[config.mk]
export PLATFORM = sky130hd
export DESIGN_NAME = quant_stage_pipe_flat
export DESIGN_NICKNAME = d
export VERILOG_FILES = /design/src/rtl/quant_stage_pipe_if.sv /design/src/rtl/quant_stage_pipe.sv /design/src/flat_wrapper.sv
export SDC_FILE = /design/constraint.sdc
export NUM_CORES = 1
export LEC_CHECK = 0
export ABC_CLOCK_PERIOD_IN_PS = 4930
export CAP_MARGIN = 20
export CORE_AREA = 2 2 87 130
export CTS_BUF_LIST = sky130_fd_sc_hd__clkbuf_8
export DETAILED_ROUTE_END_ITERATION = 8
export DIE_AREA = 0 0 89 132
export SLEW_MARGIN = 5
export SYNTH_ARGS = -nofsm -noshare
export SYNTH_HDL_FRONTEND = slang
export SYNTH_SLANG_ARGS = --single-unit
[constraint.sdc]
create_clock -name clk -period 4.93 [get_ports clk]
set_clock_uncertainty 0.1 [all_clocks]
set_input_delay 0.7395 -clock clk [delete_from_list [all_inputs] [get_ports clk]]
set_output_delay 0.7395 -clock clk [all_outputs]
set_load 0.02 [all_outputs]
[src/rtl/quant_stage_pipe_if.sv]
// Sample bus of one quantiser cascade stage.
// The input side is driven by the previous stage or the source; outputs go to the next stage and the final adder.
interface quant_stage_pipe_if #(
  parameter int AW = 32,
  parameter int QW = 16
);
  logic          in_valid;
  logic [AW-1:0] in_tgt;
  logic          in_sgn;
  logic          nxt_valid;
  logic [AW-1:0] nxt_tgt;
  logic          nxt_sgn;
  logic          c_valid;
  logic [QW-1:0] c;
  logic          c_sgn;

  modport master (
    output in_valid,
    output in_tgt,
    output in_sgn,
    input  nxt_valid,
    input  nxt_tgt,
    input  nxt_sgn,
    input  c_valid,
    input  c,
    input  c_sgn
  );

  modport slave (
    input  in_valid,
    input  in_tgt,
    input  in_sgn,
    output nxt_valid,
    output nxt_tgt,
    output nxt_sgn,
    output c_valid,
    output c,
    output c_sgn
  );
endinterface

[src/rtl/quant_stage_pipe.sv]
// ANS-PWM cascade stage: quantises the target to QW bits and passes the residual on.
// The quantised word is delayed DEPTH enabled cycles so that it lines up at the final adder.
module quant_stage_pipe #(
  parameter int AW    = 32,
  parameter int QW    = 16,
  parameter int DEPTH = 3,
  parameter int ROUND = 0
) (
  input logic               clk,
  input logic               rst,
  input logic               en,
  input logic               clr,
  quant_stage_pipe_if.slave bus
);
  localparam int F = AW - QW;

  logic [QW-1:0] t;
  logic [F-1:0]  r;
  logic          up;
  logic [QW-1:0] q;
  logic [F-1:0]  m;
  logic          s_res;

  // Rounding up flips the residual sign; 2^F - r is the F-bit negation of r.
  always_comb begin
    t     = bus.in_tgt[AW-1:F];
    r     = bus.in_tgt[F-1:0];
    up    = (ROUND != 0) && r[F-1] && !(&t);
    q     = t;
    m     = r;
    s_res = bus.in_sgn;
    if (up) begin
      q     = t + QW'(1);
      m     = ~r + F'(1);
      s_res = ~bus.in_sgn;
    end
  end

  logic          nv;
  logic [F-1:0]  nm;
  logic          ns;
  logic          v_d [DEPTH];
  logic [QW-1:0] q_d [DEPTH];
  logic          s_d [DEPTH];

  always_ff @(posedge clk or posedge rst) begin
    if (rst) begin
      nv <= 1'b0;
      nm <= '0;
      ns <= 1'b0;
      for (int i = 0; i < DEPTH; i++) begin
        v_d[i] <= 1'b0;
        q_d[i] <= '0;
        s_d[i] <= 1'b0;
      end
    end else if (clr) begin
      nv <= 1'b0;
      nm <= '0;
      ns <= 1'b0;
      for (int i = 0; i < DEPTH; i++) begin
        v_d[i] <= 1'b0;
        q_d[i] <= '0;
        s_d[i] <= 1'b0;
      end
    end else if (en) begin
      nv     <= bus.in_valid;
      nm     <= m;
      ns     <= s_res;
      v_d[0] <= bus.in_valid;
      q_d[0] <= q;
      s_d[0] <= bus.in_sgn;
      for (int i = 1; i < DEPTH; i++) begin
        v_d[i] <= v_d[i-1];
        q_d[i] <= q_d[i-1];
        s_d[i] <= s_d[i-1];
      end
    end
  end

  assign bus.nxt_valid = nv;
  assign bus.nxt_tgt   = {nm, {QW{1'b0}}};
  assign bus.nxt_sgn   = ns;
  assign bus.c_valid   = v_d[DEPTH-1];
  assign bus.c         = q_d[DEPTH-1];
  assign bus.c_sgn     = s_d[DEPTH-1];
endmodule

[src/flat_wrapper.sv]
// flat-port wrapper written by rule: the top's interface ports become plain ports
module quant_stage_pipe_flat 
#(
  parameter int AW    = 32,
  parameter int QW    = 16,
  parameter int DEPTH = 3,
  parameter int ROUND = 0
)
  (clk, rst, en, clr, bus_in_valid, bus_in_tgt, bus_in_sgn, bus_nxt_valid, bus_nxt_tgt, bus_nxt_sgn, bus_c_valid, bus_c, bus_c_sgn);
  quant_stage_pipe_if #(.AW(AW), .QW(QW)) bus_i ();
  input logic clk;
  input logic rst;
  input logic en;
  input logic clr;
  input wire logic [$bits(bus_i.in_valid)-1:0] bus_in_valid;
  input wire logic [$bits(bus_i.in_tgt)-1:0] bus_in_tgt;
  input wire logic [$bits(bus_i.in_sgn)-1:0] bus_in_sgn;
  output wire logic [$bits(bus_i.nxt_valid)-1:0] bus_nxt_valid;
  output wire logic [$bits(bus_i.nxt_tgt)-1:0] bus_nxt_tgt;
  output wire logic [$bits(bus_i.nxt_sgn)-1:0] bus_nxt_sgn;
  output wire logic [$bits(bus_i.c_valid)-1:0] bus_c_valid;
  output wire logic [$bits(bus_i.c)-1:0] bus_c;
  output wire logic [$bits(bus_i.c_sgn)-1:0] bus_c_sgn;
  assign bus_i.in_valid = bus_in_valid;
  assign bus_i.in_tgt = bus_in_tgt;
  assign bus_i.in_sgn = bus_in_sgn;
  assign bus_nxt_valid = bus_i.nxt_valid;
  assign bus_nxt_tgt = bus_i.nxt_tgt;
  assign bus_nxt_sgn = bus_i.nxt_sgn;
  assign bus_c_valid = bus_i.c_valid;
  assign bus_c = bus_i.c;
  assign bus_c_sgn = bus_i.c_sgn;
  quant_stage_pipe #(.AW(AW), .QW(QW), .DEPTH(DEPTH), .ROUND(ROUND)) u_core (.clk(clk), .rst(rst), .en(en), .clr(clr), .bus(bus_i));
endmodule
Yosys cells after proc, flatten, opt, wreduce, memory -nomap -nowiden
Cells that the tools add are included.
Widths: inputs -> output; s select.
{ "totals": {"ram_bits": 0, "latchBits": 0, "ff_bits": 72, "output_inout_bits": 52, "n_memories": 0, "input_bits": 38, "wordCells": 25, "rom_bits": 0} }
{ "classes": {"n_div": 0, "n_eq_ne": 0, "mul": 0, "n_reduce_logical": 1, "mux": 12, "n_shift": 0, "bitwise_logic": 0, "n_lt_le_gt_ge": 0, "addsub": 0} }
{ "op_table": {"columns": ["operator", "n"], "rows": [
  ["$mux 48", 2],
  ["$mux 16", 2],
  ["$mux 3", 4],
  ["$mux 1", 4],
  ["$reduce_bool 2->1", 1]
]} }

Depth between registers and ports, before layout
Gate-level depths: netlist of the first run.
{ "logic_depth": {"depth_word": 2, "depth_mapped": 4, "ltp_nobuf": 2} }

Worst setup path before layout of the first run
No wires, ideal clock.
{ "synth_path": {"path_type": "input to register", "startpoint": "in en", "endpoint": "reg u_core.s_d[1] in the netlist's numbering", "t_required_ns": 4.698, "n_path_buf": 2, "setup_ns": 0.132, "stages": 4, "slack_ns": 3.452, "arrival_time_ns": 1.246, "path_cell_list": "buf_6 > buf_8 > mux2i_1 > nor2_1"} }
{ "synth_via": {"elab_chain_cells": 1} }
{ "synth_lines": {"columns": ["element", "line", "text"], "rows": [
  ["start: declaration", "flat_wrapper.sv:13", "input logic en;"],
  ["$reduce_bool 2->1 (no source line)", null, null],
  ["end signal: indexed assignment", "quant_stage_pipe.sv:75", "s_d[i] <= s_d[i-1];"],
  ["end: declaration", "quant_stage_pipe.sv:44", "logic s_d [DEPTH];"]
]} }
Every way passes these cells.
A chain may end at the register's enable or synchronous reset.

Worst setup path in the final report of the first run
{ "layout_path": {"startpoint": "reg u_core.nm[7]", "endpoint": "out bus_nxt_tgt[23]"} }
{ "layout_rtl": {"columns": ["element", "line", "text"], "rows": [
  ["start: declaration", "quant_stage_pipe.sv:40", "logic [F-1:0] nm;"],
  ["start signal: assignment", "quant_stage_pipe.sv:67", "nm <= m;"],
  ["end: declaration", "flat_wrapper.sv:19", "output wire logic [$bits(bus_i.nxt_tgt)-1:0] bus_nxt_tgt;"]
]} }
No word-level cell between the ends.

==> out/results.tsv, run 1 <==
metric	value	unit
nets@finish	352	
post-route setup TNS	0	ns
fmax	460.6	MHz
Post-Syn Area per Cell	11.96	um^2
CTS Hold Buffers Added	0	
YS warnings	0	
largest cells by area after synthesis	dfrtp_1 (56%), mux2i_1 (23%), nor2_1 (8.4%)	
largest family of logic cells by synthesized area	multiplexers	
total power	1.204	mW
Post-Synth XOR/XNOR Area	0	%
Worst EP required	4.09	ns
Setup Buffers After CTS	0	
HPWL Detailed	3.784	mm
Chip Width	89	um
gr usage total	10.59	%
setup repair after global routing missed its margin	no	
DR vias/cell	4.181	
DR DRC count	0	
Critical-path top delay cell	clkdlybuf4s50_1	
Synth Area in Simple Gates	8.447	%
nature of the critical path endpoint	output port	
first-pass GRT wire length	9.618	mm
CTS tree	built	
post-synthesis sequential area ratio	56.32	%
Die Y	132	um
synthesized instance count	260	
highest net fanout along the worst path	2	
crit-path leading delay family	buffers and inverters	
critical path class	reg2out	
Yosys reg bits	70	
critical path launch point type	flip-flop	
final setup violation count	0	
number of buffers added on ports	73	
DRT antenna net count	0	
starting DRC count in detailed routing	59	
number of top-level pins	90	
Synth cell types	10	
outcome	completed	
max-slew violations	0	
adder-cell share of the synthesized area	0	%
gr ovfl total	0	
CP Buf/Inv Count	1	
Mapped Area	0.003110	mm^2
clk buf depth	2	
Slew @ Worst Pin	0.7576	ns
Syn-to-layout area delta	25.18	%
TritonCTS buffer count	9	
Sink Count	70	
clock slew at reported path FFs	0.07	ns
initial antenna violation count	0	
clk root buf	clkbuf_8	
vias in the first global route	2006	
routability congestion estimate	0.6892	
Critical Path, Cell by Cell	clkdlybuf4s50_1	
core footprint	0.01059	mm^2
Layout Utilization	36.77	%
leakage power	1.913	nW
Post-CTS Resized	0	
mux share of post-synthesis cell area	22.53	%
initial core utilization	29.37	%
highest cell delay on the worst timing path	0.63	ns
post-synthesis compound-gate area fraction	0	%
area share of the largest cell type after synthesis	56.32	%
worst path arrival time	1.33	ns
total vias in the final route	1936	
largest net degree at the start of global routing	71	
WL/cell	12.38	um
# H-tree levels	3	
final period utilization	44.04	%
layout cells sized above 1	6.897	%
Worst Hold Class	reg2reg	
worst hold margin	0.4189	ns
# diodes	0	
Rel. slew slack	49.50	%
1st-pass router iterations	6	
Skew-Pair Late Insertion Delay	0.33	ns
row count	46	
drt total wl	5.731	mm
maxcap violations	0	
Final Critical Period	2.171	ns
power per cell area	309.2	mW/mm^2
area leader, netlist	dfrtp_1	
full die area	0.01175	mm^2
peak supply drop	0.1428	mV
Fin. Hold Viols	0	
state kept, by name, indices dropped and copies added (netlist names):
register and count:
u_core.q_d 32, u_core.bus.c 16, u_core.nm 16, u_core.v_d 2, u_core.bus.c_valid 1, u_core.s_d 2
u_core.bus.c_sgn 1
Yosys cell counts:
master / instances
buf_6: 1
clkbuf_1: 7
mux2i_1: 70
dfrtp_1: 70
buf_4: 32
buf_8: 7
conb_1: 1
inv_1: 1
clkbuf_2: 1
nor2_1: 70
layout by cell type (no fill, tap or decap):
master	instances
clkdlybuf4s50_1	71
mux2i_1	70
nor2_1	70
dfrtp_1	70
conb_1	16
clkbuf_8	9
clkinv_2	4
buf_4	4
clkinvlp_4	2
inv_2	1
bufinv_16	1
buf_2	1
final cells by class:
class                   instances  area (um^2)
inverters                       1        3.754
well taps                     144        180.2
flip-flops and latches         70         1752
clock buffers                   9        123.9
repair buffers                 76        745.7
multi-input cells             156         1023
fillers                      1083         6696
clock inverters                 7        65.06
per-layer routing:
metal | wire [um] | track usage, % | part of all wire (%) | vias up
li1 | - | - | - | 909
met1 | 2345 | 12.11 | 41 | 962
met2 | 2935 | 17.50 | 51 | 60
met3 | 346 | 3.507 | 6.0 | 5
met4 | 104 | 4.975 | 1.8 | 0
met5 | 0 | 0 | 0 | -
path summary, 6_finish.rpt:
check / cells after the start / slack [ns] / start / to
worst max-delay path: 1 / 2.76 / u_core.nm[7]$_DFFE_PP0P_ / bus_nxt_tgt[23]
max in group asynchronous: 3 / 3.05 / rst / u_core.q_d[19]$_DFFE_PP0P_
min in group asynchronous: 2 / 0.72 / rst / u_core.q_d[43]$_DFFE_PP0P_
worst min-delay path: 2 / 0.42 / u_core.nm[0]$_DFFE_PP0P_ / u_core.nm[0]$_DFFE_PP0P_
worst min register to register: 2 / 0.42 / u_core.nm[0]$_DFFE_PP0P_ / u_core.nm[0]$_DFFE_PP0P_
worst max register to register: 2 / 4.09 / u_core.nm[10]$_DFFE_PP0P_ / u_core.nm[10]$_DFFE_PP0P_
power by group:
part           switching [mW]  internal, mW  total [mW]
sequential             0.0125         0.597       0.609
combinational          0.0809        0.0718       0.153
clock                   0.212         0.230       0.442
total                   0.306         0.898        1.20
cell families (layout without fill, tap and decap cells):
logic type,count (synthesis),count (layout)
flip-flops,70,70
buffers and inverters,49,93
multiplexers,70,70
AND/OR/NAND/NOR,70,70
other,1,16
metrics by stage:
stage               area [um^2]  setup slack (ns)  cells
finish                     3894             2.759    463
global route               3894             2.692    463
CTS                        3894             2.717    463
detailed placement         3705             2.493    447
global placement           3705             2.510    447
floorplan                  3167             2.322    275
Note: power is estimated with default switching activity, not from simulation.
==> run 2: changes to the inputs <==
--- a/config.mk
+++ b/config.mk
@@ -5,7 +5,7 @@
 export SDC_FILE = /design/constraint.sdc
 export NUM_CORES = 1
 export LEC_CHECK = 0
-export ABC_CLOCK_PERIOD_IN_PS = 4930
+export ABC_CLOCK_PERIOD_IN_PS = 2100
 export CAP_MARGIN = 20
 export CORE_AREA = 2 2 87 130
 export CTS_BUF_LIST = sky130_fd_sc_hd__clkbuf_8
==> constraint.sdc (replaced) <==
create_clock -name clk -period 2.1 [get_ports clk]
set_clock_uncertainty 0.1 [all_clocks]
set_input_delay 0.315 -clock clk [delete_from_list [all_inputs] [get_ports clk]]
set_output_delay 0.315 -clock clk [all_outputs]
set_load 0.02 [all_outputs]
==> out/results.tsv, run 2 (synthesis results as in run 1) <==
metric	value	unit	change
outcome	completed		
Clk network pwr share	36.7	%	about the same
Critical-path top delay cell	clkdlybuf4s50_1		
gr usage total	10.42	%	-0.17 points
final setup violation count	0		unchanged
drt total wl	5.555	mm	-3.1%
Die Y	132	um	unchanged
Final Critical Period	1.760	ns	
routability congestion estimate	0.7122		+3.3%
initial antenna violation count	0		unchanged
crit-path leading delay family	buffers and inverters		
reg2reg path depth	2		unchanged
fmax	568.1	MHz	
maxcap violations	0		unchanged
number of top-level pins	90		unchanged
layout cells sized above 1	7.165	%	+0.27 points
# fillers	1082		-0.092%
Switching Power	716.2	uW	+130%
Setup Buffers After CTS	0		unchanged
DR DRC count	0		unchanged
Sink Count	70		unchanged
Sw Share	25.29	%	-0.099 points
vias in the first global route	1964		-2.1%
WL/cell	11.95	um	-3.5%
Chip Width	89	um	unchanged
gr ovfl total	0		unchanged
most common cell after layout, fill and taps aside	clkdlybuf4s50_1		
non-filler cells, final	465		+0.43%
setup repair after global routing missed its margin	no		
global routing usage on met3	2.818	%	-0.69 points
full die area	0.01175	mm^2	unchanged
starting DRC count in detailed routing	105		+78%
clk root buf	clkbuf_8		
TritonCTS buffer count	9		unchanged
DR vias/cell	4.138		-1.0%
post-route setup TNS	0	ns	unchanged
Worst EP required	1.68	ns	-2.41 ns
most frequent cells in the layout	clkdlybuf4s50_1 (71), mux2i_1 (70), nor2_1 (70), dfrtp_1 (70), conb_1 (16)		
max-slew violations	0		unchanged
total vias in the final route	1924		-0.62%
CTS tree	built		
Fin. Hold Viols	0		unchanged
Post-CTS Resized	0		unchanged
highest net fanout along the worst path	3		+1
Critical Path, Cell by Cell	clkdlybuf4s50_1		
# diodes	0		unchanged
HPWL Detailed	3.682	mm	-2.7%
1st-pass router iterations	4		-2
peak supply drop	0.2457	mV	+72%
clk buf depth	2		unchanged
power per cell area	719.0	mW/mm^2	+130%
critical path launch point type	flip-flop		
largest net degree at the start of global routing	71		unchanged
initial core utilization	29.37	%	unchanged
nets@finish	354		+0.57%
Worst path depth	1		unchanged
combinational fraction of design power	12.8	%	about the same
Largest register FFs	32		unchanged
worst path arrival time	1.35	ns	+0.02 ns
final period utilization	83.82	%	
Skew-Pair Late Insertion Delay	0.34	ns	about the same
leakage power	1.925	nW	+0.65%
GR peak layer	met2		
clock slew at reported path FFs	0.08	ns	about the same
DRT antenna net count	0		unchanged
highest cell delay on the worst timing path	0.63	ns	about the same
Largest Register	u_core.q_d		
CTS Hold Buffers Added	0		unchanged
global-route met2 utilization	16.58	%	-0.91 points
# H-tree levels	3		unchanged
Syn-to-layout area delta	26.63	%	
row count	46		unchanged
Pint	2.116	mW	+140%
met1 GRT Util	12.51	%	+0.40 points
nature of the critical path endpoint	output port		
number of buffers added on ports	73		unchanged
first-pass GRT wire length	9.577	mm	-0.43%
critical path class	reg2out		
Flop pwr share	50.5	%	about the same
core footprint	0.01059	mm^2	unchanged
CP Buf/Inv Count	1		unchanged
dpl cells	449		+0.45%
Worst Hold Class	in2async		
[run 2: changes by cell type in the layout (fill, tap and decap cells not counted), sizes merged]
| cell | before | now |
|---|---|---|
| buf | 5 | 7 |
| clkinv | 4 | 2 |
| clkinvlp | 2 | 4 |
[run 2: worst paths after layout]
kind / from / to / slack [ns]
max in group asynchronous: rst / u_core.bus.c[9]$_DFFE_PP0P_ / 1.21
min in group clk: clr / u_core.bus.c[14]$_DFFE_PP0P_ / 0.36
setup / recovery: u_core.v_d[2]$_DFFE_PP0P_ / bus_nxt_valid / 0.34
hold reg to reg: u_core.q_d[23]$_DFFE_PP0P_ / u_core.bus.c[7]$_DFFE_PP0P_ / 0.42
hold / removal: rst / u_core.nm[15]$_DFFE_PP0P_ / 0.32
setup reg to reg: u_core.s_d[2]$_DFFE_PP0P_ / u_core.s_d[1]$_DFFE_PP0P_ / 1.27
[run 2: area by class of cell]
type | instances | area (um^2) | share of cell area (%)
sequential | 70 | 1752 | 44.47
tap | 144 | 180.2 | 4.574
inverter | 1 | 7.507 | 0.1906
multi-input combinational | 156 | 1023 | 25.98
clock inverter | 7 | 66.31 | 1.684
clock buffer | 9 | 123.9 | 3.145
timing repair buffer | 78 | 785.8 | 19.95
[run 2: metal layers]
layer  share of wire (%)  wire, um  up-vias
met5                   0         0        -
met4                 2.7       150        0
met3                 5.7       316       10
met2                  51      2816       64
met1                  41      2273      943
li1                    -         -      907
[run 2: power groups by stage]
stage | Clock [mW] | Sequential (mW) | Combinational [mW]
finish | 1.04 | 1.43 | 0.364
global route | 1.15 | 1.44 | 0.401
CTS | 1.10 | 1.43 | 0.372
detailed placement | 0 | 1.46 | 0.371
global placement | 0 | 1.45 | 0.367
floorplan | 0 | 1.48 | 0.238
[run 2: metrics by stage]
step                utilization (%)  hold WS, ns  cell area, um^2  setup slack [ns]  power [mW]
CTS                           37.19       0.3226             3939            0.3017       2.905
finish                        37.19       0.3250             3939            0.3397       2.832
global route                  37.19       0.3617             3939            0.2759       2.988
global placement              35.40       0.3963             3749            0.7010       1.822
floorplan                         -       0.3713             3171            0.9150       1.713
detailed placement            35.40       0.4101             3749            0.6959       1.828
==> run 3: changes to the inputs <==
--- a/config.mk
+++ b/config.mk
@@ -5,7 +5,7 @@
 export SDC_FILE = /design/constraint.sdc
 export NUM_CORES = 1
 export LEC_CHECK = 0
-export ABC_CLOCK_PERIOD_IN_PS = 2100
+export ABC_CLOCK_PERIOD_IN_PS = 1500
 export CAP_MARGIN = 20
 export CORE_AREA = 2 2 87 130
 export CTS_BUF_LIST = sky130_fd_sc_hd__clkbuf_8
==> constraint.sdc (replaced) <==
create_clock -name clk -period 1.5 [get_ports clk]
set_clock_uncertainty 0.1 [all_clocks]
set_input_delay 0.225 -clock clk [delete_from_list [all_inputs] [get_ports clk]]
set_output_delay 0.225 -clock clk [all_outputs]
set_load 0.02 [all_outputs]
==> out/results.tsv, run 3 (synthesis results as in run 1) <==
metric	value	unit	change
vias in the first global route	2008		+2.2%
dpl cells	451		+0.45%
DR DRC count	0		unchanged
post-route setup TNS	0	ns	unchanged
critical path class	reg2out		
most frequent cells in the layout	mux2i_1 (70), nor2_1 (70), dfrtp_1 (70), dlygate4sd2_1 (36), clkdlybuf4s50_1 (35)		
max-slew violations	0		unchanged
final setup violation count	0		unchanged
Setup Buffers After CTS	0		unchanged
final setup margin	0.08725	ns	-0.2525 ns
Fin. Hold Viols	0		unchanged
# diodes	0		unchanged
R2R Setup Slk	0.68	ns	-0.59 ns
highest cell delay on the worst timing path	0.40	ns	-0.23 ns
Sink Count	70		unchanged
Largest Register	u_core.q_d		
Chip Width	89	um	unchanged
gr usage total	11.02	%	+0.60 points
Largest register FFs	32		unchanged
number of top-level pins	90		unchanged
clk root buf	clkbuf_8		
# H-tree levels	3		unchanged
highest net fanout along the worst path	3		unchanged
maxcap violations	0		unchanged
clk buf depth	2		unchanged
nature of the critical path endpoint	output port		
non-filler cells, final	467		+0.43%
1st-pass router iterations	4		unchanged
worst path arrival time	1.09	ns	-0.26 ns
TritonCTS buffer count	9		unchanged
drt total wl	5.890	mm	+6.0%
power per cell area	1055	mW/mm^2	+47%
full die area	0.01175	mm^2	unchanged
peak supply drop	0.4026	mV	+64%
core footprint	0.01059	mm^2	unchanged
CP Launch Point	u_core.v_d[2]$_DFFE_PP0P_		
Die Y	132	um	unchanged
initial antenna violation count	0		unchanged
routability congestion estimate	0.6971		-2.1%
total vias in the final route	1924		unchanged
Critical R2R Launch	u_core.v_d[2]$_DFFE_PP0P_		
HPWL Detailed	3.942	mm	+7.1%
worst setup path endpoint	bus_nxt_valid		
critical path launch point type	flip-flop		
Worst Hold Class	in2async		
number of buffers added on ports	73		unchanged
DR vias/cell	4.120		-0.43%
nets@finish	356		+0.56%
Post-CTS Resized	36		+36
fmax	707.8	MHz	
starting DRC count in detailed routing	87		-17%
CP Buf/Inv Count	1		unchanged
Skew-Pair Late Insertion Delay	0.35	ns	about the same
Layout Utilization	37.69	%	+0.50 points
row count	46		unchanged
largest net degree at the start of global routing	71		unchanged
layout cells sized above 1	8.050	%	+0.88 points
Worst EP required	1.17	ns	-0.51 ns
gr ovfl total	0		unchanged
Worst path depth	1		unchanged
Syn-to-layout area delta	28.32	%	
r2r endpoint	u_core.v_d[1]$_DFFE_PP0P_		
setup repair after global routing missed its margin	no		
WL/cell	12.61	um	+5.6%
leakage power	2.121	nW	+10%
post-place setup slack	0.1880	ns	-0.5078 ns
first-pass GRT wire length	9.956	mm	+4.0%
initial core utilization	29.37	%	unchanged
Final Critical Period	1.413	ns	
outcome	completed		
CTS Hold Buffers Added	0		unchanged
Critical Path, Cell by Cell	dlygate4sd2_1		
CTS tree	built		
clock slew at reported path FFs	0.08	ns	about the same
reg2reg path depth	2		unchanged
Critical-path top delay cell	dfrtp_1		
DRT antenna net count	0		unchanged
final period utilization	94.18	%	
crit-path leading delay family	flip-flops		
-- run 3: cell count changes in the layout (fill, tap and decap cells not counted) --
cell / previous run / this run
inv_1: 1 / 0
dlygate4sd2_1: 0 / 36
buf_4: 4 / 2
clkinvlp_4: 4 / 3
bufinv_16: 1 / 2
clkdlybuf4s50_1: 71 / 35
buf_12: 2 / 6
clkbuf_8: 9 / 10
-- run 3: metal layers --
| layer | wire [um] | GRT usage [%] |
|---|---|---|
| met5 | 0 | 0 |
| met1 | 2442 | 12.67 |
| met3 | 292 | 3.068 |
| met4 | 148 | 6.219 |
| met2 | 3007 | 17.99 |
-- run 3: area by class of cell --
type	instances	area (um^2)
sequential	70	1752
tap	144	180.2
multi-input combinational	156	1023
fill	1090	6599
clock buffer	10	137.6
timing repair buffer	80	805.8
inverter	1	7.507
clock inverter	6	85.08
-- run 3: stage by stage --
step / cell area (um^2) / hold WS (ns) / power, mW
2_1_floorplan: 3171 / 0.2813 / 2.398
3_3_place_gp: 3814 / 0.4024 / 2.571
3_5_place_dp: 3814 / 0.4104 / 2.585
4_1_cts: 3991 / 0.1890 / 4.288
5_1_grt: 3991 / 0.1954 / 4.419
6_report: 3991 / 0.1924 / 4.209
-- run 3: how the worst min path moves through the flow --
stage	slack, ns	cells past startpoint	endpoint	from
floorplan	0.28	2	u_core.nm[0]$_DFFE_PP0P_	bus_in_tgt[0]
global placement	0.40	2	u_core.q_d[21]$_DFFE_PP0P_	u_core.q_d[21]$_DFFE_PP0P_
detailed placement	0.41	2	u_core.nm[3]$_DFFE_PP0P_	u_core.nm[3]$_DFFE_PP0P_
CTS	0.19	3	u_core.nm[10]$_DFFE_PP0P_	rst
global route	0.20	3	u_core.nm[6]$_DFFE_PP0P_	rst
finish	0.19	3	u_core.nm[11]$_DFFE_PP0P_	rst
-- run 3: where the power goes --
| part | switching, mW | total [mW] | internal, mW | leakage [nW] |
|---|---|---|---|---|
| Sequential | 0.0389 | 2.00 | 1.96 | 0.949 |
| Combinational | 0.273 | 0.510 | 0.237 | 1.06 |
| Clock | 0.724 | 1.70 | 0.975 | 0.108 |
| Total | 1.04 | 4.21 | 3.17 | 2.12 |
